==> src/rtl/inst_loader_pkg.sv <==
// Shared constants for the instruction loader: FSM encoding, default
// memory geometry and the number of stream bytes per instruction word.
package inst_loader_pkg;

  localparam int ADDR_W_DEF     = 8;
  localparam int BYTES_PER_WORD = 4;
  localparam int BIDX_W         = $clog2(BYTES_PER_WORD);

  typedef enum logic [1:0] {
    ST_IDLE   = 2'd0,
    ST_LOAD   = 2'd1,
    ST_FINISH = 2'd2
  } state_t;

endpackage

==> src/rtl/word_packer.sv <==
// Assembles little-endian stream bytes into 32-bit words.
// word/word_done are registered: word_done pulses for one cycle after the
// last byte of a word is accepted, and word holds that word until the next
// completion so the memory write sees a stable value.
module word_packer
  import inst_loader_pkg::*;
(
  input  logic        clk,
  input  logic        rst,
  input  logic        clear,
  input  logic        byte_valid,
  input  logic [7:0]  byte_data,
  output logic        last_byte,
  output logic        word_done,
  output logic [31:0] word
);

  logic [BIDX_W-1:0] byte_idx;
  logic [23:0]       partial;

  assign last_byte = (byte_idx == BIDX_W'(BYTES_PER_WORD - 1));

  // Byte index, partial-word lanes and the completed-word register
  always_ff @(posedge clk) begin
    if (rst) begin
      byte_idx  <= '0;
      partial   <= '0;
      word_done <= 1'b0;
      word      <= '0;
    end else if (clear) begin
      byte_idx  <= '0;
      partial   <= '0;
      word_done <= 1'b0;
    end else begin
      word_done <= 1'b0;
      if (byte_valid) begin
        if (last_byte) begin
          // The final byte goes straight to the top lane of the output word
          word      <= {byte_data, partial};
          word_done <= 1'b1;
          byte_idx  <= '0;
          partial   <= '0;
        end else begin
          for (int k = 0; k < BYTES_PER_WORD - 1; k++) begin
            if (byte_idx == BIDX_W'(k)) begin
              partial[8*k +: 8] <= byte_data;
            end
          end
          byte_idx <= byte_idx + 1'b1;
        end
      end
    end
  end

endmodule

==> src/rtl/inst_loader.sv <==
// Streams a program image byte-by-byte into instruction memory while holding
// the core. The word counter runs down to a terminal count of one; the write
// address runs up from zero.
//
//   state     | meaning
//   ----------+-----------------------------------------------------------
//   ST_IDLE   | waiting for start with a non-zero word_count
//   ST_LOAD   | accepting bytes, one memory write per four bytes
//   ST_FINISH | final write in flight, done pulse, back to idle
module inst_loader
  import inst_loader_pkg::*;
#(
  parameter int ADDR_W = ADDR_W_DEF
) (
  input  logic              clk,
  input  logic              rst,
  input  logic              start,
  input  logic [ADDR_W:0]   word_count,
  input  logic              in_valid,
  input  logic [7:0]        in_data,
  output logic              in_ready,
  output logic              wr_en,
  output logic [ADDR_W-1:0] wr_addr,
  output logic [31:0]       wr_data,
  output logic              busy,
  output logic              core_hold,
  output logic              done
);

  state_t              state, state_nxt;
  logic [ADDR_W:0]     words_left;
  logic [ADDR_W-1:0]   word_addr;
  logic                start_ok;
  logic                accept;
  logic                last_byte;
  logic                word_done;
  logic [31:0]         word;

  assign start_ok = (state == ST_IDLE) && start && (word_count != '0);
  assign accept   = in_valid && in_ready;

  word_packer u_packer (
    .clk        (clk),
    .rst        (rst),
    .clear      (start_ok),
    .byte_valid (accept),
    .byte_data  (in_data),
    .last_byte  (last_byte),
    .word_done  (word_done),
    .word       (word)
  );

  assign wr_en     = word_done;
  assign wr_data   = word;
  assign core_hold = busy;

  // State register
  always_ff @(posedge clk) begin
    if (rst) begin
      state <= ST_IDLE;
    end else begin
      state <= state_nxt;
    end
  end

  // Next-state and state-decoded outputs
  always_comb begin
    state_nxt = state;
    in_ready  = 1'b0;
    busy      = 1'b0;
    done      = 1'b0;
    case (state)
      ST_IDLE: begin
        if (start_ok) begin
          state_nxt = ST_LOAD;
        end
      end
      ST_LOAD: begin
        in_ready = 1'b1;
        busy     = 1'b1;
        if (accept && last_byte && (words_left == (ADDR_W+1)'(1))) begin
          state_nxt = ST_FINISH;
        end
      end
      ST_FINISH: begin
        busy      = 1'b1;
        done      = 1'b1;
        state_nxt = ST_IDLE;
      end
      default: begin
        state_nxt = ST_IDLE;
      end
    endcase
  end

  // Word down-counter, running write address and registered write address
  always_ff @(posedge clk) begin
    if (rst) begin
      words_left <= '0;
      word_addr  <= '0;
      wr_addr    <= '0;
    end else if (start_ok) begin
      words_left <= word_count;
      word_addr  <= '0;
    end else if (accept && last_byte) begin
      // wr_addr is captured alongside the packer's word so both line up with wr_en
      wr_addr    <= word_addr;
      word_addr  <= word_addr + 1'b1;
      words_left <= words_left - 1'b1;
    end
  end

endmodule

==> config.mk <==
export PLATFORM = sky130hd
export DESIGN_NAME = inst_loader
export DESIGN_NICKNAME = d
export VERILOG_FILES = /design/src/rtl/inst_loader_pkg.sv /design/src/rtl/word_packer.sv /design/src/rtl/inst_loader.sv
export SDC_FILE = /design/constraint.sdc
export NUM_CORES = 1
export LEC_CHECK = 0
export ABC_AREA = 1
export CORE_MARGIN = 5
export CORE_UTILIZATION = 52
export DETAILED_ROUTE_END_ITERATION = 10
export GPL_ROUTABILITY_DRIVEN = 1
export PLACE_DENSITY = 0.88
export SKIP_CTS_REPAIR_TIMING = 1
export SLEW_MARGIN = 20
export SYNTH_ARGS = -nofsm -noshare
export SYNTH_HDL_FRONTEND = slang
export SYNTH_SLANG_ARGS = --single-unit
==> constraint.sdc <==
create_clock -name clk -period 1.8 [get_ports clk]
set_input_delay 0.36 -clock clk [delete_from_list [all_inputs] [get_ports clk]]
set_output_delay 0.36 -clock clk [all_outputs]
set_load 0.005 [all_outputs]
# [Yosys cells after proc, flatten, opt, wreduce, memory -nomap -nowiden]
# Cells that the tools add are included.
[totals] register_bits=86 in_bits=21 wordCells=58
[op_classes] n_addsub=3 eq_ne=8 muxes=14 bitwise_logic=2 reduce_logical=21
[ops] operator="$mux 24" n=1
[ops] operator="$mux 8" n=3
[ops] operator="$mux 9" n=2
[ops] operator="$reduce_and 2->1" n=5
[ops] operator="$eq 9x1->1 const B" n=1
[ops] operator="$reduce_bool 9->1" n=1
[ops] operator="$sub 9x1->9 const B" n=1
[ops] operator="$add 8x1->8 const B" n=1
[ops] operator="$reduce_bool 2->1" n=4
[ops] operator="$eq 2x2->1 const B" n=3
[ops] operator="$mux 2" n=3
[ops] operator="$logic_and 1x1->1" n=5
[ops] operator="$eq 2x1->1 const B" n=2
[ops] operator="$logic_not 2->1" n=2
[ops] operator="$mux 1" n=4
[ops] operator="$ne 2x2->1 const B" n=2
[ops] operator="$pmux 2 s2" n=1
[ops] operator="$reduce_or 2->1" n=2
[ops] operator="$reduce_and 3->1" n=1
[ops] operator="$reduce_or 3->1" n=1
[ops] operator="$add 2x1->2 const B" n=1
[ops] operator="$not 1->1" n=2

# [Longest topological paths before layout]
# Gate-level depths: netlist of the first run.
[depth] word_depth=7 ltp_mapped=9

# [Hierarchy]
# A second synthesis of the first run with hierarchy kept.
[hier_totals] cells_unflattened=579 area_unflattened_um2=3980.1
[by_module_without_submodules] module="word_packer" n_inst=1 cells_per_inst=362 area_each_um2=2476.1
[by_module_without_submodules] module="inst_loader" n_inst=1 cells_per_inst=217 area_each_um2=1503.9

# [Least setup slack after synthesis of the first run]
# Ideal clock, no wire load.
[synth_timing] kind="register to register" from="register state[1]" to="register u_packer.partial[6]" t_arrival_ns=1.443 t_required_ns=1.684 path_slack_ns=0.241 stages_incl_launch_ff=10 path_buffers=1 synth_period_minus_slack_ns=1.559 cell_sequence="dfxtp_1 -> inv_1 -> ha_1 -> nand2_2 -> inv_1 -> nand2_1 -> buf_2 -> nor2_1 -> a21oi_1 -> nor2_1"
[synth_via] elab_chain_cells=4 elab_cells_between_ends=8 classes_between="eq/ne: 1; mux: 1; reduce/logical: 6"
[synth_lines] item="from (decl)" line_no="inst_loader.sv:30" source="state_t state, state_nxt;"
[synth_lines] item="from (signal assigned)" line_no="inst_loader.sv:62" source="state <= state_nxt;"
[synth_lines] item="$eq 2x1->1" line_no="inst_loader.sv:72" source="case (state)"
[synth_lines] item="$mux 1" line_no="inst_loader.sv:72"
[synth_lines] item="via in_ready" line_no="inst_loader.sv:21" source="output logic in_ready,"
[synth_lines] item="$logic_and 1x1->1" line_no="inst_loader.sv:40" source="assign accept = in_valid && in_ready;"
[synth_lines] item="$reduce_and 2->1 (no source line)"
[synth_lines] item="to (signal, indexed assignment)" line_no="word_packer.sv:46" source="partial[8*k +: 8] <= byte_data;"
[synth_lines] item="to (decl)" line_no="word_packer.sv:19" source="logic [23:0] partial;"
# The timed path passes the listed nets, and every way through them passes these cells.
# A chain may end at the register's enable or synchronous reset.

# [Worst setup path in the final report of the first run]
[layout_timing] from="register state[0]" to="register u_packer.word[2]"
[layout_via] elab_chain_cells=5 elab_cells_between_ends=8 classes_between="eq/ne: 1; mux: 1; bitwise: 1; reduce/logical: 5"
[layout_lines] item="branches (longest 4 deep; another with $eq 2x1->1)"
[layout_lines] item="$reduce_and 3->1 (no source line) (*)"
[layout_lines] item="to (signal assigned)" line_no="word_packer.sv:39" source="word <= {byte_data, partial};"
[layout_lines] item="to (decl)" line_no="word_packer.sv:15" source="output logic [31:0] word"
# Mark *: on every way between the ends.

==> results of run 1 <==
==> cell families after synthesis <==
family / synth area share, %
AOI/OAI and AO/OA: 12.3
xor gates and xnor gates: 1.20
adders and majority gates: 3.44
buffers and inverters: 7.32
DFF: 47.3
and+or+nand+nor: 28.5
==> worst min path at each step <==
stage / startpoint / end / slack, ns / cells after the start
floorplan: state[1]$_SDFFE_PP0P_ / state[1]$_SDFFE_PP0P_ / 0.46 / 2
global placement: u_packer.word[22]$_SDFFE_PP0P_ / u_packer.word[22]$_SDFFE_PP0P_ / 0.45 / 2
detailed placement: u_packer.word[16]$_SDFFE_PP0P_ / u_packer.word[16]$_SDFFE_PP0P_ / 0.45 / 2
CTS: u_packer.word[16]$_SDFFE_PP0P_ / u_packer.word[16]$_SDFFE_PP0P_ / 0.47 / 2
global route: u_packer.word[21]$_SDFFE_PP0P_ / u_packer.word[21]$_SDFFE_PP0P_ / 0.49 / 2
finish: u_packer.word[16]$_SDFFE_PP0P_ / u_packer.word[16]$_SDFFE_PP0P_ / 0.46 / 2
==> routing by layer <==
layer  global-route usage, %  vias up
met4                    7.10        0
li1                        -     1730
met1                    23.6     1609
met3                    5.53       18
met5                       0        -
met2                    37.5      104
==> final cells by class <==
| cell class | instances | area (sq um) | area share [%] |
|---|---|---|---|
| Clock buffer | 9 | 124 | 2.60 |
| Clock inverter | 7 | 104 | 2.18 |
| Inverter | 28 | 105 | 2.21 |
| Multi-Input combinational cell | 339 | 1670 | 35.2 |
| Sequential cell | 86 | 1730 | 36.3 |
| Tap cell | 96 | 120 | 2.52 |
| Timing Repair Buffer | 94 | 903 | 19.0 |
==> sequential cells by signal, indices dropped and copies added, names as in the netlist <==
name	count
u_packer.word	32
u_packer.byte_idx	2
state	2
u_packer.word_done	1
word_addr	8
u_packer.partial	24
words_left	9
wr_addr	8
==> critical path: stages (launching register included) <==
cell and delay (ns):
dfxtp_4 0.37, inv_1 0.08, ha_1 0.19, nand2_1 0.11
o21bai_4 0.20, nand2_1 0.14, buf_4 0.28, nand2_1 0.10
a21oi_1 0.14
==> metrics by stage <==
stage	total power [W]	instances	hold slack, ns	setup WS [ns]	cell area, sq um
3_5_place_dp	0.00251	637	0.451	-0.162	4450
5_1_grt	0.00419	659	0.486	-0.00176	4760
6_report	0.00404	659	0.461	0.138	4760
3_3_place_gp	0.00250	637	0.448	-0.118	4450
4_1_cts	0.00404	653	0.465	-0.213	4680
2_1_floorplan	0.00232	481	0.456	0.241	3640
==> power by group <==
group	internal (W)	total [W]	switching, W
Sequential	0.00193	0.00197	0.0000314
Combinational	0.000226	0.000520	0.000294
Clock	0.000801	0.00155	0.000750
Total	0.00296	0.00404	0.00107
==> cells in the final DEF, fill, tap and decap left out <==
cell and instances:
and3_1 1, o21bai_4 1, ha_4 1, xor2_1 5, clkinvlp_4 2, clkbuf_8 9, inv_2 4, nand2_1 89
nand3_1 72, o21ai_2 3, clkdlybuf4s50_1 61, buf_4 27, o21ai_1 3, nand2_2 2, o21ai_0 4, inv_8 1
ha_2 1, nor2_1 65, a21oi_1 72, o21bai_1 1, ha_1 8, nand4_1 1, or2_1 1, nor2_8 1
nor2_2 1, dfxtp_4 1, nor3b_2 1, bufinv_16 2, nand3b_1 1, a31oi_1 1, dlymetal6s2s_1 4, clkinv_1 2
dfxtp_1 84, nor3_1 4, dfxtp_2 1, buf_12 2, inv_6 2, inv_1 22
==> results.py, run 1 <==
metrics = {
    "final_layout": {
        "drive_gt1_share_pct": 11.0,
        "layout.nets": 589,
        "utilization_pct": 70.0,
        "diodes": 0,
        "fillers": 521,
        "area_delta_synth_final_pct": 30.7,
    },
    "sta": {
        "max_freq_ghz": 0.602,
        "setup_tns_ns": 0,
        "finalClockSkew_ns": 0.0116,
        "maxSlewHeadroom_pct": 60.6,
        "hold_viol": 0,
        "worst_pin_slew_ns": 0.591,
        "setup_viol": 0,
        "finalWorstPathRequiredPeriod_ns": 1.66,
        "period_share_pct": 92.3,
        "slew_viol_final": 0,
    },
    "global_route": {
        "grt_overflow": 0,
        "grt_max_degree": 27,
        "grt_pass1_vias": 3251,
        "grt.total_usage_pct": 20.8,
        "grt_antenna_before_repair": 0,
        "grt_pass1_wl_microns": 14500,
    },
    "power": {
        "p_leak_nw": 1.90,
        "vdd.ir_drop.worst_v": 0.000411,
        "p_per_area_nw_per_um2": 848,
    },
    "synth": {
        "netlist_top_cells_count": "89 x nand2_1, 86 x dfxtp_1, 72 x a21oi_1, 72 x nand3_1, 65 x nor2_1",
        "yosysTopAreaCell": "dfxtp_1",
        "synth_seq_cells": 86,
        "synth_nets": 512,
        "async_flop_share_pct": 0,
        "synth_top_cell_area_share_pct": 47.3,
        "yosys_warnings": 0,
        "synthTopCellsByArea": "dfxtp_1 47%, a21oi_1 9.9%, nand3_1 9.9%, nand2_1 9.2%, nor2_1 6.7%",
        "ys_seq_area_share_pct": 47.3,
        "yosysMostFrequentCell": "nand2_1",
        "synth-main-ff-cell": "dfxtp_1",
        "synth_edf_count": 0,
        "postSynthCellCount": 481,
        "netlist_area_sq_um": 3640,
        "synth_area_per_cell_sq_um": 7.57,
        "synth.distinct_cells": 29,
    },
    "setup_path": {
        "crit_type": "reg2reg",
        "endpoint": "u_packer.word[2]$_SDFFE_PP0P_",
        "r2r_setup_slack_ns": 0.14,
        "cp-end-kind": "flip-flop",
        "critPathLaunch": "state[0]$_SDFFE_PP0P_",
        "rr_endpoint": "u_packer.word[2]$_SDFFE_PP0P_",
        "r2r_cells": 8,
        "cp_data_arrival_time_ns": 1.95,
        "reg2reg_from": "state[0]$_SDFFE_PP0P_",
        "start_kind": "flip-flop",
        "cp_data_required_time_ns": 2.09,
        "path_max_fanout": 23,
    },
    "routing": {
        "highest_layer": "met4",
        "vias": 3461,
        "routedWlPerCell_microns": 13.7,
        "met2WireLength_microns": 4770,
        "drtIter0Drc": 215,
        "via_per_inst": 5.25,
        "drc": 0,
        "ant_nets": 0,
        "wl_met1_microns": 3640,
        "dr_wl_met3_microns": 436,
        "drtPass1Iterations": 6,
        "wirelength_microns": 9020,
    },
    "clocking": {
        "cts_buffers": 9,
        "cts_root_buffer": "clkbuf_8",
        "clkLatencyLatePin_ns": 0.36,
        "cts_sinks": 86,
        "cts_tree": "done",
        "clockBufferDepth": 2,
        "clk_pin_slew_ns": 0.09,
        "h-tree-depth": 3,
    },
    "die": {
        "std_cell_rows": 30,
        "coreArea_sq_um": 6790,
        "fp.dieH_microns": 93.7,
        "dieArea_sq_um": 8770,
        "start_util_pct": 53.6,
        "ios": 66,
        "fp.dieW_microns": 93.7,
    },
    "place": {
        "port_buffers": 65,
        "dp.final_hpwl_microns": 6320,
        "gp_congestion": 0.871,
    },
    "worst_hold_path": {
        "hold_path_class": "reg2reg",
    },
    "job": {
        "cap_viol_max_count": 0,
    },
    "outcome": {
        "status": "complete, no violations",
    },
}
Note: power is estimated with default switching activity, not from simulation.
==> inputs of run 2 (changes only) <==
--- a/config.mk
+++ b/config.mk
@@ -8,10 +8,12 @@
 export ABC_AREA = 1
 export CORE_MARGIN = 5
 export CORE_UTILIZATION = 52
+export CTS_CLUSTER_SIZE = 10
 export DETAILED_ROUTE_END_ITERATION = 10
 export GPL_ROUTABILITY_DRIVEN = 1
 export PLACE_DENSITY = 0.88
 export SKIP_CTS_REPAIR_TIMING = 1
+export SKIP_LAST_GASP = 1
 export SLEW_MARGIN = 20
 export SYNTH_ARGS = -nofsm -noshare
 export SYNTH_HDL_FRONTEND = slang
==> results of run 2 <==
Same layout as run 1: the final DEF is identical, and so are final timing and power.
